--- config.mk ---
export PLATFORM = sky130hd
export DESIGN_NAME = mult_share_arbiter_flat
export DESIGN_NICKNAME = d
export VERILOG_FILES = /design/src/rtl/mult_share_arbiter_if.sv /design/src/rtl/mult_share_arbiter.sv /design/src/flat_wrapper.sv
export SDC_FILE = /design/constraint.sdc
export NUM_CORES = 1
export LEC_CHECK = 0
export CAP_MARGIN = 20
export CORE_MARGIN = 10
export CORE_UTILIZATION = 43
export DETAILED_ROUTE_END_ITERATION = 12
export PLACE_DENSITY = 0.81
export SYNTH_ARGS = -nofsm -noshare
export SYNTH_HDL_FRONTEND = slang
export SYNTH_SLANG_ARGS = --single-unit
--- constraint.sdc ---
create_clock -name clk -period 3 [get_ports clk]
set_clock_uncertainty 0.2 [all_clocks]
set_input_delay 0.45 -clock clk [delete_from_list [all_inputs] [get_ports clk]]
set_output_delay 0.45 -clock clk [all_outputs]
set_load 0.005 [all_outputs]
--- src/rtl/mult_share_arbiter_if.sv ---
// Bundle of requester handshake and multiplier-side signals for mult_share_arbiter.
// slave = arbiter side, master = requesters plus the multiplier.
interface mult_share_arbiter_if #(
  parameter int unsigned N   = 4,
  parameter int unsigned IDW = 2
);
  logic [N-1:0]   req;
  logic [8*N-1:0] req_dataa;
  logic [8*N-1:0] req_datab;
  logic [N-1:0]   ack;
  logic           rsp_valid;
  logic [IDW-1:0] rsp_id;
  logic [15:0]    rsp_product;
  logic           rsp_err;
  logic           busy;
  logic           mul_start;
  logic [7:0]     mul_dataa;
  logic [7:0]     mul_datab;
  logic           mul_done;
  logic [15:0]    mul_product;

  modport slave (
    input  req, req_dataa, req_datab, mul_done, mul_product,
    output ack, rsp_valid, rsp_id, rsp_product, rsp_err, busy,
           mul_start, mul_dataa, mul_datab
  );

  modport master (
    output req, req_dataa, req_datab, mul_done, mul_product,
    input  ack, rsp_valid, rsp_id, rsp_product, rsp_err, busy,
           mul_start, mul_dataa, mul_datab
  );
endinterface

--- src/rtl/mult_share_arbiter.sv ---
// Round-robin arbiter that time-shares one sequential 8x8 multiplier among N requesters,
// with a saturating watchdog that turns a hung multiplier into an error response.
module mult_share_arbiter #(
  parameter int unsigned N       = 4,
  parameter int unsigned IDW     = 2,
  parameter int unsigned TIMEOUT = 15
) (
  input  logic                 clk,
  input  logic                 reset_a,
  mult_share_arbiter_if.slave  bus
);

  localparam int unsigned WDW = 8;
  localparam logic [WDW-1:0] TO_LIMIT = WDW'(TIMEOUT);

  localparam logic [1:0] S_IDLE   = 2'd0;
  localparam logic [1:0] S_LAUNCH = 2'd1;
  localparam logic [1:0] S_WAIT   = 2'd2;
  localparam logic [1:0] S_RESP   = 2'd3;

  logic [1:0]     r_state,       w_state_nxt;
  logic [N-1:0]   r_ack,         w_ack_nxt;
  logic           r_rsp_valid,   w_rsp_valid_nxt;
  logic [IDW-1:0] r_rsp_id,      w_rsp_id_nxt;
  logic [15:0]    r_rsp_product, w_rsp_product_nxt;
  logic           r_rsp_err,     w_rsp_err_nxt;
  logic           r_busy,        w_busy_nxt;
  logic           r_mul_start,   w_mul_start_nxt;
  logic [7:0]     r_mul_dataa,   w_mul_dataa_nxt;
  logic [7:0]     r_mul_datab,   w_mul_datab_nxt;
  logic [IDW-1:0] r_id,          w_id_nxt;
  logic [IDW-1:0] r_rr_ptr,      w_rr_ptr_nxt;
  logic [WDW-1:0] r_wd,          w_wd_nxt;

  logic [7:0]     w_opa [N];
  logic [7:0]     w_opb [N];
  logic           w_any;
  logic           w_hi_found;
  logic [IDW-1:0] w_hi;
  logic [IDW-1:0] w_lo;
  logic [IDW-1:0] w_win;
  logic [7:0]     w_win_a;
  logic [7:0]     w_win_b;
  logic [WDW-1:0] w_wd_inc;
  logic           w_timeout;

  for (genvar g = 0; g < int'(N); g++) begin : g_ops
    assign w_opa[g] = bus.req_dataa[8*g+7 : 8*g];
    assign w_opb[g] = bus.req_datab[8*g+7 : 8*g];
  end

  // Winner: lowest requester above rr_ptr, else lowest requester overall (wrap).
  always_comb begin
    w_any      = |bus.req;
    w_hi_found = 1'b0;
    w_hi       = '0;
    w_lo       = '0;
    for (int i = int'(N) - 1; i >= 0; i--) begin
      if (bus.req[i]) begin
        w_lo = IDW'(i);
        if (IDW'(i) > r_rr_ptr) begin
          w_hi       = IDW'(i);
          w_hi_found = 1'b1;
        end
      end
    end
    w_win   = w_hi_found ? w_hi : w_lo;
    w_win_a = '0;
    w_win_b = '0;
    for (int i = 0; i < int'(N); i++) begin
      if (IDW'(i) == w_win) begin
        w_win_a = w_opa[i];
        w_win_b = w_opb[i];
      end
    end
  end

  assign w_wd_inc  = (r_wd == {WDW{1'b1}}) ? r_wd : r_wd + WDW'(1);
  assign w_timeout = (w_wd_inc >= TO_LIMIT);

  // Next-state and next-output logic; every registered output is computed here.
  always_comb begin
    w_state_nxt       = r_state;
    w_ack_nxt         = '0;
    w_rsp_valid_nxt   = 1'b0;
    w_rsp_err_nxt     = 1'b0;
    w_mul_start_nxt   = 1'b0;
    w_rsp_id_nxt      = r_rsp_id;
    w_rsp_product_nxt = r_rsp_product;
    w_mul_dataa_nxt   = r_mul_dataa;
    w_mul_datab_nxt   = r_mul_datab;
    w_id_nxt          = r_id;
    w_rr_ptr_nxt      = r_rr_ptr;
    w_wd_nxt          = r_wd;

    case (r_state)
      S_IDLE: begin
        if (w_any) begin
          w_ack_nxt       = N'(1) << w_win;
          w_mul_dataa_nxt = w_win_a;
          w_mul_datab_nxt = w_win_b;
          w_id_nxt        = w_win;
          w_rr_ptr_nxt    = w_win;
          w_state_nxt     = S_LAUNCH;
        end
      end
      S_LAUNCH: begin
        w_mul_start_nxt = 1'b1;
        w_wd_nxt        = '0;
        w_state_nxt     = S_WAIT;
      end
      S_WAIT: begin
        w_wd_nxt = w_wd_inc;
        // A done flag arriving on the timeout cycle still counts as success.
        if (bus.mul_done) begin
          w_rsp_valid_nxt   = 1'b1;
          w_rsp_id_nxt      = r_id;
          w_rsp_product_nxt = bus.mul_product;
          w_state_nxt       = S_RESP;
        end else if (w_timeout) begin
          w_rsp_valid_nxt   = 1'b1;
          w_rsp_err_nxt     = 1'b1;
          w_rsp_id_nxt      = r_id;
          w_rsp_product_nxt = '0;
          w_state_nxt       = S_RESP;
        end
      end
      S_RESP: begin
        w_state_nxt = S_IDLE;
      end
      default: begin
        w_state_nxt = S_IDLE;
      end
    endcase

    w_busy_nxt = (w_state_nxt != S_IDLE);
  end

  always_ff @(posedge clk or negedge reset_a) begin
    if (!reset_a) begin
      r_state       <= S_IDLE;
      r_ack         <= '0;
      r_rsp_valid   <= 1'b0;
      r_rsp_id      <= '0;
      r_rsp_product <= '0;
      r_rsp_err     <= 1'b0;
      r_busy        <= 1'b0;
      r_mul_start   <= 1'b0;
      r_mul_dataa   <= '0;
      r_mul_datab   <= '0;
      r_id          <= '0;
      r_rr_ptr      <= IDW'(N - 1);
      r_wd          <= '0;
    end else begin
      r_state       <= w_state_nxt;
      r_ack         <= w_ack_nxt;
      r_rsp_valid   <= w_rsp_valid_nxt;
      r_rsp_id      <= w_rsp_id_nxt;
      r_rsp_product <= w_rsp_product_nxt;
      r_rsp_err     <= w_rsp_err_nxt;
      r_busy        <= w_busy_nxt;
      r_mul_start   <= w_mul_start_nxt;
      r_mul_dataa   <= w_mul_dataa_nxt;
      r_mul_datab   <= w_mul_datab_nxt;
      r_id          <= w_id_nxt;
      r_rr_ptr      <= w_rr_ptr_nxt;
      r_wd          <= w_wd_nxt;
    end
  end

  assign bus.ack         = r_ack;
  assign bus.rsp_valid   = r_rsp_valid;
  assign bus.rsp_id      = r_rsp_id;
  assign bus.rsp_product = r_rsp_product;
  assign bus.rsp_err     = r_rsp_err;
  assign bus.busy        = r_busy;
  assign bus.mul_start   = r_mul_start;
  assign bus.mul_dataa   = r_mul_dataa;
  assign bus.mul_datab   = r_mul_datab;

endmodule

--- src/flat_wrapper.sv ---
// flat-port wrapper written by rule: the top's interface ports become plain ports
module mult_share_arbiter_flat 
#(
  parameter int unsigned N       = 4,
  parameter int unsigned IDW     = 2,
  parameter int unsigned TIMEOUT = 15
)
  (clk, reset_a, bus_req, bus_req_dataa, bus_req_datab, bus_mul_done, bus_mul_product, bus_ack, bus_rsp_valid, bus_rsp_id, bus_rsp_product, bus_rsp_err, bus_busy, bus_mul_start, bus_mul_dataa, bus_mul_datab);
  mult_share_arbiter_if #(.N(N), .IDW(IDW)) bus_i ();
  input  logic clk;
  input  logic reset_a;
  input wire logic [$bits(bus_i.req)-1:0] bus_req;
  input wire logic [$bits(bus_i.req_dataa)-1:0] bus_req_dataa;
  input wire logic [$bits(bus_i.req_datab)-1:0] bus_req_datab;
  input wire logic [$bits(bus_i.mul_done)-1:0] bus_mul_done;
  input wire logic [$bits(bus_i.mul_product)-1:0] bus_mul_product;
  output wire logic [$bits(bus_i.ack)-1:0] bus_ack;
  output wire logic [$bits(bus_i.rsp_valid)-1:0] bus_rsp_valid;
  output wire logic [$bits(bus_i.rsp_id)-1:0] bus_rsp_id;
  output wire logic [$bits(bus_i.rsp_product)-1:0] bus_rsp_product;
  output wire logic [$bits(bus_i.rsp_err)-1:0] bus_rsp_err;
  output wire logic [$bits(bus_i.busy)-1:0] bus_busy;
  output wire logic [$bits(bus_i.mul_start)-1:0] bus_mul_start;
  output wire logic [$bits(bus_i.mul_dataa)-1:0] bus_mul_dataa;
  output wire logic [$bits(bus_i.mul_datab)-1:0] bus_mul_datab;
  assign bus_i.req = bus_req;
  assign bus_i.req_dataa = bus_req_dataa;
  assign bus_i.req_datab = bus_req_datab;
  assign bus_i.mul_done = bus_mul_done;
  assign bus_i.mul_product = bus_mul_product;
  assign bus_ack = bus_i.ack;
  assign bus_rsp_valid = bus_i.rsp_valid;
  assign bus_rsp_id = bus_i.rsp_id;
  assign bus_rsp_product = bus_i.rsp_product;
  assign bus_rsp_err = bus_i.rsp_err;
  assign bus_busy = bus_i.busy;
  assign bus_mul_start = bus_i.mul_start;
  assign bus_mul_dataa = bus_i.mul_dataa;
  assign bus_mul_datab = bus_i.mul_datab;
  mult_share_arbiter #(.N(N), .IDW(IDW), .TIMEOUT(TIMEOUT)) u_core (.clk(clk), .reset_a(reset_a), .bus(bus_i));
endmodule
# Word level (Yosys, flattened, before mapping)
# Index checks and enable logic that the tools add are counted.
[word_totals] register_bits=56 word_cells=82 inputBits=87
[classes] addsub=1 n_mux=47 eq_ne=7 shift=1 reduce_logical=8 order_cmp=5
[ops] op="$mux W8" n=9
[ops] op="$mux W2" n=18
[ops] op="$mux W16" n=2
[ops] op="$pmux W8 S2" n=1
[ops] op="$mux W1" n=14
[ops] op="$add A8 B1 Y8 const B" n=1
[ops] op="$eq A8 B8 Y1 const B" n=1
[ops] op="$ge A8 B4 Y1 const B" n=1
[ops] op="$mux W4" n=2
[ops] op="$pmux W2 S4" n=1
[ops] op="$reduce_bool A2 Y1" n=3
[ops] op="$eq A2 B2 Y1 const A" n=2
[ops] op="$eq A2 B2 Y1 const B" n=2
[ops] op="$gt A1 B2 Y1 const A" n=2
[ops] op="$gt A2 B2 Y1 const A" n=2
[ops] op="$logic_not A2 Y1" n=2
[ops] op="$reduce_and A2 Y1" n=2
[ops] op="$reduce_or A4 Y1" n=1
[ops] op="$shl A1 B2 Y4 const A" n=1
[ops] op="$eq A1 B2 Y1 const A" n=1
[ops] op="$eq A2 B1 Y1 const B" n=1

# Logic depth before layout (Yosys ltp)
[depth] ltp_word=15 mapped_depth=8 depth_no_buf=6

# Least setup slack after synthesis
# Ideal clock, no wire load.
[synth_timing] path_type="reg2reg" from="register u_core.r_wd[0]" to="register u_core.r_rsp_product[10], in the netlist u_core.bus.rsp_product[10]" path_stages_with_launch=9 setup_ns=0.121 required_time_ns=2.679 setup_slack_ns=0.505 path_buffers=2 t_arrival_ns=2.174 path_cell_list="dfrtp_1 > ha_1 > and4_4 > buf_6 > a211o_1 > a211oi_2 > o41ai_4 > buf_6 > a22o_1"
[synth_via] elab_chain_cells=5
[synth_lines] element="start: declaration" line_no="mult_share_arbiter.sv:33" text="logic [WDW-1:0] r_wd, w_wd_nxt;"
[synth_lines] element="start signal: assignment" line_no="mult_share_arbiter.sv:167" text="r_wd <= w_wd_nxt;"
[synth_lines] element="$add A8 B1 Y8 or $eq A8 B8 Y1 (tied branches)" line_no="mult_share_arbiter.sv:78" text="assign w_wd_inc = (r_wd == {WDW{1'b1}}) ? r_wd : r_wd + WDW'(1);"
[synth_lines] element="$mux W8 (*)" line_no="mult_share_arbiter.sv:78"
[synth_lines] element="$ge A8 B4 Y1 (*)" line_no="mult_share_arbiter.sv:79" text="assign w_timeout = (w_wd_inc >= TO_LIMIT);"
[synth_lines] element="$reduce_bool A2 Y1 (no source line) (*)"
[synth_lines] element="$reduce_and A2 Y1 (no source line) (*)"
[synth_lines] element="end signal: assignment" line_no="mult_share_arbiter.sv:159" text="r_rsp_product <= w_rsp_product_nxt;"
[synth_lines] element="end: declaration" line_no="mult_share_arbiter.sv:25" text="logic [15:0] r_rsp_product, w_rsp_product_nxt;"
# Mark *: on every way between the ends. The rest lies on a longest branch, timed or not.
# A chain may end at the register's enable or synchronous reset.

# Worst setup path after layout
[layout_timing] from="register u_core.r_wd[0]" to="register u_core.r_rsp_product[3], in the netlist u_core.bus.rsp_product[3]"
# Same word-level chain as after synthesis.

==> flow_metrics.py <==
metrics = {
    "status": {
        "status": "complete, no violations",
    },
    "final_layout": {
        "layout_common_cells": "clkdlybuf4s50_1, dfrtp_1, nand2_1, nor2_1, a21oi_1",
        "post-route-util_pct": 65.7,
        "finalNonFillerCells": 525,
        "design_area_um2": 4460,
        "layout-drive-gt1-share_pct": 8.39,
        "fin_nets": 519,
        "num_antenna_cells": 0,
        "area_delta_synth_final_pct": 48.5,
        "layout_commonest_cell": "clkdlybuf4s50_1",
    },
    "worst_setup_path": {
        "cp-start-kind": "flip-flop",
        "max_stage_delay_ns": 0.46,
        "crit_required_ns": 3.00,
        "end_kind": "flip-flop",
        "path_cells": "ha_1 > and4_4 > a211o_1 > a211oi_2 > o41ai_4 > buf_4 > a22o_1",
        "reg2reg_slack_ns": 0.33,
        "cp_num_buf_inv": 1,
        "worst_ep_arrival_time_ns": 2.68,
        "slowest_stage": "dfrtp_1",
        "path_delay_family": "compound AO/OA/AOI/OAI gates",
        "path_max_fanout": 17,
        "criticalPathCategory": "flip-flop to flip-flop",
    },
    "placement": {
        "gp_congestion": 0.865,
        "dp_hpwl_mm": 7.03,
        "dp.cells": 516,
        "place_area_um2": 4360,
        "io_buffers": 128,
        "pre_cts_ws_ns": 0.308,
    },
    "sta": {
        "slew_headroom_pct": 62.0,
        "period_share_pct": 89.0,
        "finalSetupViolCount": 0,
        "setup_ws_ns": 0.329,
        "rsz0062_at_grt": "no",
        "finalHoldViolCount": 0,
        "final-max-slew-violation-count": 0,
        "period_needed_ns": 2.67,
        "hold-worst-slack_ns": 0.281,
        "tightest_slew_ns": 0.570,
        "tns_ns": 0,
        "max_freq_mhz": 374,
    },
    "synth": {
        "synth_cells": 306,
        "yosysUniqueCellTypes": 48,
        "async_flop_share_pct": 100,
        "ys_seq_area_share_pct": 46.8,
        "avgSynthCellArea_um2": 9.81,
        "yosysWarnings": 0,
        "synth_top_flop_cell": "dfrtp_1",
        "ys_ff_latch": 56,
        "synth_area_um2": 3000,
        "synth_edf_count": 0,
        "syn-num-nets": 397,
    },
    "drt": {
        "routed_via_density": 5.41,
        "drt_iter0_drc": 114,
        "drc": 0,
        "drtPass1Iterations": 4,
        "wl_per_cell_um": 17.1,
        "ant_nets": 0,
        "wl_mm": 8.96,
        "vias": 2840,
    },
    "die": {
        "die_w_um": 104,
        "core.rowCount": 30,
        "fp.dieH_um": 104,
        "coreArea_um2": 6790,
        "io_pins": 129,
        "die-area_um2": 10700,
        "start_util_pct": 44.2,
    },
    "clocking": {
        "post_cts_resized": 0,
        "clock_sinks": 56,
        "cts_inserted_buffers": 5,
        "cts_root_buffer": "clkbuf_8",
        "clk_pin_slew_ns": 0.10,
        "htree_num_levels": 2,
        "clock_latency_ns": 0.31,
        "clockBufferDepth": 2,
        "tritoncts": "built",
    },
    "grt": {
        "overflow": 0,
        "grt_pass1_wl_mm": 15.1,
        "grt_max_degree": 27,
        "grt_pass1_vias": 3022,
        "antenna_found_initial": 0,
        "track_usage_pct": 16.6,
    },
    "worst_hold_path": {
        "hp-class": "flip-flop to flip-flop",
    },
    "job": {
        "maxCapViolations": 0,
    },
    "pwr": {
        "finalPower_mw": 3.64,
        "p_per_area_nw_per_um2": 816,
        "p_leak_nw": 1.86,
        "ir_drop_v": 0.000293,
    },
}
-- Yosys cell counts, drive strengths merged, types with 6 or more instances --
cell type  count  share of area (%)
and2           7                1.5
nand3         13                2.2
a22o          16                4.7
nand2         42                5.2
mux2          10                4.0
a211o         10                2.9
buf           10                2.5
clkbuf        14                1.8
o211ai         8                2.0
mux2i          8                2.7
a21oi         17                2.8
a221oi         8                2.3
nor2          18                2.2
inv            6               0.75
o21ai         16                2.7
dfrtp         54                 45
-- path summary, 6_finish.rpt --
check                                            from                                    end  cells past startpoint
max in group asynchronous                     reset_a         u_core.r_rr_ptr[0]$_DFFE_PN1P_                      3
max                        u_core.r_wd[0]$_DFFE_PN0P_  u_core.bus.rsp_product[3]$_DFFE_PN0P_                      7
min reg2reg                u_core.r_id[1]$_DFFE_PN0P_             u_core.r_id[1]$_DFFE_PN0P_                      2
min                        u_core.r_id[1]$_DFFE_PN0P_             u_core.r_id[1]$_DFFE_PN0P_                      2
max reg2reg                u_core.r_wd[0]$_DFFE_PN0P_  u_core.bus.rsp_product[3]$_DFFE_PN0P_                      7
min in group asynchronous                     reset_a    u_core.bus.mul_datab[3]$_DFFE_PN0P_                      2
-- final cells by class --
cell class              instances  area (µm²)
well taps                      96         120
fillers                       589        2330
flip-flops and latches         56        1400
inverters                       6        22.5
clock inverters                 3        25.0
clock buffers                   5        68.8
multi-input cells             220        1460
repair buffers                139        1360
-- what timing repair did --
item                      CTS  global route
buffers inserted            0             0
hold buffers                1             0
hold endpoints to repair   11             0
-- registers in the layout (all words and copies together), names as in the netlist, 2 cells and up --
name / cells
u_core.bus.mul_datab: 8
u_core.r_rr_ptr: 2
u_core.bus.mul_dataa: 8
u_core.r_wd: 8
u_core.r_id: 2
u_core.bus.ack: 4
u_core.bus.rsp_product: 16
u_core.bus.rsp_id: 2
u_core.r_state: 2
-- routing by layer --
layer	global-route usage (%)	vias up	wire length, µm
met3	5.64	7	733
met5	0	-	0
met1	18.3	1363	3550
met2	29.8	102	4600
li1	-	1368	-
met4	3.93	0	82
-- cell families (layout without fill, tap and decap cells) --
kind of cell	after synthesis	after routing	share of synthesized area [%]
simple gates	100	100	15.6
compound gates	98	98	24.3
flops	56	56	46.8
buf+inv	30	153	5.04
mux	18	18	6.67
fa+ha+maj	4	4	1.67
-- worst register-to-register path: stages, from the launching register on --
cell	delay [ns]
dfrtp_1	0.46
ha_1	0.32
and4_4	0.24
a211o_1	0.30
a211oi_2	0.39
o41ai_4	0.17
buf_4	0.25
a22o_1	0.25
-- power by group --
part | internal [mW] | switching, mW | leakage [nW]
Clock | 0.171 | 0.270 | 0.0452
Sequential | 1.07 | 0.198 | 0.698
Combinational | 1.05 | 0.875 | 1.12
Total | 2.30 | 1.34 | 1.86
(Power assumes the default switching activity.)
